### src/rtl/fifo_pkg.sv
// fifo_pkg: shared constants and helpers for the FIFO pointer/flag controller.
//   DEF_QUEUE_SIZE     default pointer width
//   FIFO_DEPTH         default depth, 2**DEF_QUEUE_SIZE
//   DEF_ALMOST_FULL    default almost-full threshold (count >= threshold)
//   DEF_ALMOST_EMPTY   default almost-empty threshold (count <= threshold)
//   count_width()      occupancy width for a given pointer width
package fifo_pkg;
  localparam int DEF_QUEUE_SIZE   = 3;
  localparam int FIFO_DEPTH       = 2 ** DEF_QUEUE_SIZE;
  localparam int DEF_ALMOST_FULL  = 6;
  localparam int DEF_ALMOST_EMPTY = 1;

  // One extra bit so a completely full FIFO (count == depth) is representable.
  function automatic int count_width(input int ptr_width);
    return ptr_width + 1;
  endfunction
endpackage

### src/rtl/fifo_ptr.sv
// fifo_ptr: wrapping RAM address register.
//   clk    in   clock, posedge
//   reset  in   synchronous active-high clear to 0
//   inc    in   advance pointer by one this cycle
//   ptr    out  current address, wraps modulo 2**W
module fifo_ptr
  import fifo_pkg::*;
#(
  parameter int W = DEF_QUEUE_SIZE
) (
  input  logic         clk,
  input  logic         reset,
  input  logic         inc,
  output logic [W-1:0] ptr
);

  always_ff @(posedge clk) begin
    if (reset)
      ptr <= '0;
    else if (inc)
      ptr <= ptr + 1'b1;
  end

endmodule

### src/rtl/fifo_ctrl.sv
// fifo_ctrl: pointer/flag controller for the main FIFO RAM.
//   clk, reset        clock (posedge) and synchronous active-high reset
//   push, pop         store / read request for this cycle
//   write, read       RAM write/read enables (accepted requests, combinational)
//   wr_ptr, rd_ptr    RAM write/read addresses
//   data_valid        RAM read data valid, one cycle after read
//   fifo_count        occupancy 0..2**MAIN_QUEUE_SIZE
//   full, empty       registered occupancy flags
//   almost_full       registered, count >= ALMOST_FULL
//   almost_empty      registered, count <= ALMOST_EMPTY
//   overflow          sticky rejected-push flag
//   underflow         sticky rejected-pop flag
// Build option: define FIFO_CTRL_ERR_FLAGS_EN to enable overflow/underflow;
// otherwise both outputs are tied low.
module fifo_ctrl
  import fifo_pkg::*;
#(
  parameter int MAIN_QUEUE_SIZE = DEF_QUEUE_SIZE,
  parameter int ALMOST_FULL     = DEF_ALMOST_FULL,
  parameter int ALMOST_EMPTY    = DEF_ALMOST_EMPTY
) (
  input  logic                       clk,
  input  logic                       reset,
  input  logic                       push,
  input  logic                       pop,
  output logic                       write,
  output logic                       read,
  output logic [MAIN_QUEUE_SIZE-1:0] wr_ptr,
  output logic [MAIN_QUEUE_SIZE-1:0] rd_ptr,
  output logic                       data_valid,
  output logic [MAIN_QUEUE_SIZE:0]   fifo_count,
  output logic                       full,
  output logic                       empty,
  output logic                       almost_full,
  output logic                       almost_empty,
  output logic                       overflow,
  output logic                       underflow
);

  localparam int CW    = count_width(MAIN_QUEUE_SIZE);
  localparam int DEPTH = 2 ** MAIN_QUEUE_SIZE;

  logic          pop_ok;
  logic          push_ok;
  logic [CW-1:0] count_nxt;

  // Reset overrides requests so the RAM sees no enables while clearing.
  // A push into a full FIFO is allowed when a pop frees a slot the same cycle.
  assign pop_ok  = pop & ~empty & ~reset;
  assign push_ok = push & (~full | pop_ok) & ~reset;
  assign write   = push_ok;
  assign read    = pop_ok;

  assign count_nxt = fifo_count + CW'(push_ok) - CW'(pop_ok);

  fifo_ptr #(.W(MAIN_QUEUE_SIZE)) u_wr_ptr (
    .clk   (clk),
    .reset (reset),
    .inc   (push_ok),
    .ptr   (wr_ptr)
  );

  fifo_ptr #(.W(MAIN_QUEUE_SIZE)) u_rd_ptr (
    .clk   (clk),
    .reset (reset),
    .inc   (pop_ok),
    .ptr   (rd_ptr)
  );

  // Flags come from the next count so they line up with fifo_count.
  always_ff @(posedge clk) begin
    if (reset) begin
      fifo_count   <= '0;
      full         <= 1'b0;
      empty        <= 1'b1;
      almost_full  <= 1'b0;
      almost_empty <= 1'b1;
      data_valid   <= 1'b0;
    end else begin
      fifo_count   <= count_nxt;
      full         <= (count_nxt == CW'(DEPTH));
      empty        <= (count_nxt == '0);
      almost_full  <= (count_nxt >= CW'(ALMOST_FULL));
      almost_empty <= (count_nxt <= CW'(ALMOST_EMPTY));
      data_valid   <= pop_ok;
    end
  end

`ifdef FIFO_CTRL_ERR_FLAGS_EN
  always_ff @(posedge clk) begin
    if (reset) begin
      overflow  <= 1'b0;
      underflow <= 1'b0;
    end else begin
      if (push & ~push_ok)
        overflow <= 1'b1;
      if (pop & empty)
        underflow <= 1'b1;
    end
  end
`else
  assign overflow  = 1'b0;
  assign underflow = 1'b0;
`endif

endmodule

### config.mk
export PLATFORM = sky130hd
export DESIGN_NAME = fifo_ctrl
export DESIGN_NICKNAME = d
export VERILOG_FILES = /design/src/rtl/fifo_pkg.sv /design/src/rtl/fifo_ptr.sv /design/src/rtl/fifo_ctrl.sv
export SDC_FILE = /design/constraint.sdc
export NUM_CORES = 1
export LEC_CHECK = 0
export ABC_CLOCK_PERIOD_IN_PS = 2040
export CAP_MARGIN = 5
export CORE_MARGIN = 4
export CORE_UTILIZATION = 33
export CTS_CLUSTER_SIZE = 40
export DETAILED_ROUTE_END_ITERATION = 10
export GPL_ROUTABILITY_DRIVEN = 0
export SKIP_CTS_REPAIR_TIMING = 1
export SYNTH_ARGS = -nofsm -noshare
export SYNTH_HDL_FRONTEND = slang
export SYNTH_SLANG_ARGS = --single-unit
### constraint.sdc
create_clock -name clk -period 2.04 [get_ports clk]
set_input_delay 0.408 -clock clk [delete_from_list [all_inputs] [get_ports clk]]
set_output_delay 0.408 -clock clk [all_outputs]
set_load 0.02 [all_outputs]
==> impl_results.md <==
- Power per standard cell area: 1320 mW/mm^2
- Worst flop-to-flop path endpoint: full$_SDFF_PP0_
- Maximum vdd drop: 0.781 mV
- Req. time, crit path: 2.26 ns
- Max-slew violation count: 0
- Shortest clock period the worst path allows after layout: 1.95 ns
- Hold Path End: u_rd_ptr.ptr[1]$_SDFFE_PP0P_
- Routed vias: 510
- Post-DRT Antenna Nets: 0
- Hold Violations, Final: 0
- Area contributors post-synth: sky130_fd_sc_hd__dfxtp_1 44%, sky130_fd_sc_hd__ha_1 11%, sky130_fd_sc_hd__xor2_1 5.1%, sky130_fd_sc_hd__nor2_1 4.9%, sky130_fd_sc_hd__nor2b_1 4.6%
- Launch point of the worst reg-to-reg path: empty$_SDFF_PP1_
- Wire length of the first global-routing pass: 2.18 mm
- Mean Syn Cell Area: 9.90 um^2
- Via density per instance: 4.15
- Area share of fa/ha/maj cells after synthesis: 13.9%
- Iter 0 DRT Violations: 2
- Worst Setup Start Kind: flop
- CP Max Fanout: 4
- CP Data Arrival Time: 2.18 ns
- CTS tree: done
- Tot GR Track Use: 10.8%
- Final wirelength: 1.34 mm
- Number of buffers inserted during clock tree synthesis: 3
- Congestion Overflow GR: 0
- Core Region: 0.00196 mm^2
- Count of maximum capacitance violations: 0
- Worst-Skew Late Latency: 0.28 ns
- Share of synthesized flip-flops with an asynchronous set or reset: 0%
- Upper clock frequency limit: 0.512 GHz
- Die height: 53.5 um
- Number of register bits inferred by synthesis: 15
- Nets: 108
- Final period util: 95.7%
- Critical Setup Path Class: flop to flop
- Cell Rows: 16
- Total standard cell area after synthesis: 683 um^2
- Number of global-route vias before repair: 549
- HPWL Detailed: 991 um
- Share of layout cells above drive strength 1: 22.9%
- Initial antenna violation count: 0
- Setup slack of the worst register-to-register path: 0.09 ns
- Pin count of the biggest net entering global routing: 17
- Xor-xnor portion of the synthesized cell area: 10.1%
- Primary flip-flop cell chosen by synthesis mapping: sky130_fd_sc_hd__dfxtp_1
- LEAKAGE: 0.483 nW
- Die X-Extent: 53.5 um
- Final standard cell count with taps included and fillers excluded: 123
- Layout Area Growth over Synthesis: 51.5%
- Starting density of the core: 34.8%
- Post-DR wirelength/cell: 10.9 um
- Hold slack: 0.480 ns
- Cell type with the highest aggregate area in the netlist: sky130_fd_sc_hd__dfxtp_1
- Register area share after synthesis: 44.0%
- Outcome: complete, no violations
- Area share of the largest cell type after synthesis: 44.0%
- Power consumption: 0.00137 W
- Detailed-route DRC error count: 0
- Setup clock skew after layout: 0.00658 ns
- Clk slew on worst S/H paths: 0.10 ns
- Final setup violation count: 0
- N_diodes: 0
- Synthesized instance count: 69
- Compound-Gate Fraction of Synth Area: 8.79%
- Area fraction in and, or, nand and nor cells after synthesis: 15.2%
- Placed cell count: 118
- CTS Root Cell: sky130_fd_sc_hd__clkbuf_4
- Total clock sinks: 15
- Count of flip-flops with a built-in enable after synthesis: 0
- Count of buffers inserted at the top-level ports: 20
- Library cells used by synthesis: 22
- Worst Hold Depth: 2
- Die Area: 0.00286 mm^2
- Setup slack of the critical path after layout: 0.0876 ns
- Hold Path Origin: u_rd_ptr.ptr[1]$_SDFFE_PP0P_
- Min-Delay Path Class: flop to flop
- Element type at the critical path end: flop
- CTS H-tree lvls: 1
- Proportion of synthesized area in mux cells: 1.47%
- Synth warn: 0
- Count of boundary I/O pins: 23
- Pre-CTS setup slack: -0.468 ns
- Clock Tree Buf Depth: 2
- First-pass detailed-route iteration total: 2
- Combinational family with the most area after synthesis: simple AND/OR/NAND/NOR gates
- Cell depth of the worst flop-to-flop path: 8
## per-layer routing
layer / up-vias / track usage (%) / routed length, um
li1: 265 / - / -
met1: 229 / 12.0 / 581
met2: 14 / 18.0 / 644
met4: 0 / 6.38 / 12
met5: - / 0 / 0
met3: 2 / 3.10 / 105
## where the power goes
part | total [W] | switching (W) | internal, W
registers | 0.000425 | 0.0000476 | 0.000377
logic | 0.000774 | 0.000386 | 0.000388
clock network | 0.000172 | 0.0000990 | 0.0000727
## cell families after synthesis
family                   Yosys count
AO/OA/AOI/OAI                      8
XOR/XNOR                           7
adder cells (fa/ha/maj)            7
buffers and inverters              9
flip-flops                        15
multiplexers                       1
other                              1
AND/OR/NAND/NOR                   21
## worst max path at each step
stage / depth (start not counted) / to / from
2_1_floorplan: 8 / full$_SDFF_PP0_ / reset
3_3_place_gp: 9 / full$_SDFF_PP0_ / pop
3_5_place_dp: 9 / full$_SDFF_PP0_ / pop
4_1_cts: 5 / write / pop
5_1_grt: 8 / full$_SDFF_PP0_ / empty$_SDFF_PP1_
6_report: 8 / full$_SDFF_PP0_ / empty$_SDFF_PP1_
## synth_stat cells, drive strengths merged, types with 2 or more instances
cell type	number
dfxtp	15
nor2	9
ha	6
inv	6
nor2b	5
nand2	4
xor2	4
a21o	3
a21oi	3
xnor2	3
buf	2
## sequential cells by signal, indices dropped and copies added, names as in the netlist
signal and cells:
u_rd_ptr.ptr 3, empty 1, fifo_count 4, data_valid 1, u_wr_ptr.ptr 3, almost_full 1
almost_empty 1, full 1
## through the flow
stage / util, % / instance area, um^2 / TNS [ns]
after floorplan: - / 738 / 0
after global placement: 49.6 / 973 / -3.07
after detailed placement: 49.6 / 973 / -3.14
after CTS: 51.0 / 1000 / -1.07
after global routing: 52.7 / 1030 / -0.0116
final: 52.7 / 1030 / 0
## critical path: stages (launching register included)
cell and delay, ns:
sky130_fd_sc_hd__dfxtp_2 0.34, sky130_fd_sc_hd__nand2b_4 0.16, sky130_fd_sc_hd__nor2_4 0.11, sky130_fd_sc_hd__ha_1 0.23, sky130_fd_sc_hd__inv_2 0.07, sky130_fd_sc_hd__ha_4 0.14, sky130_fd_sc_hd__fa_2 0.46, sky130_fd_sc_hd__nor3_2 0.21
sky130_fd_sc_hd__nor3b_2 0.17
## layout make-up
class	instances	area [um^2]
multi-input combinational	46	395
tap	27	33.8
fill	207	927
clock buffer	3	22.5
timing repair buffer	25	254
sequential	15	302
clock inverter	1	5.00
inverter	6	22.5
## cell usage in the layout (no fill, tap or decap), drive strengths merged, types with 2 or more instances in the layout
master	n
a21oi	3
nor2b	5
xor2	4
clkbuf	3
inv	6
buf	5
conb	2
nand2	4
xnor2	3
a21o	3
clkdlybuf4s50	15
nor2	9
dfxtp	15
ha	6
dlymetal6s2s	5
(Power assumes the default switching activity.)
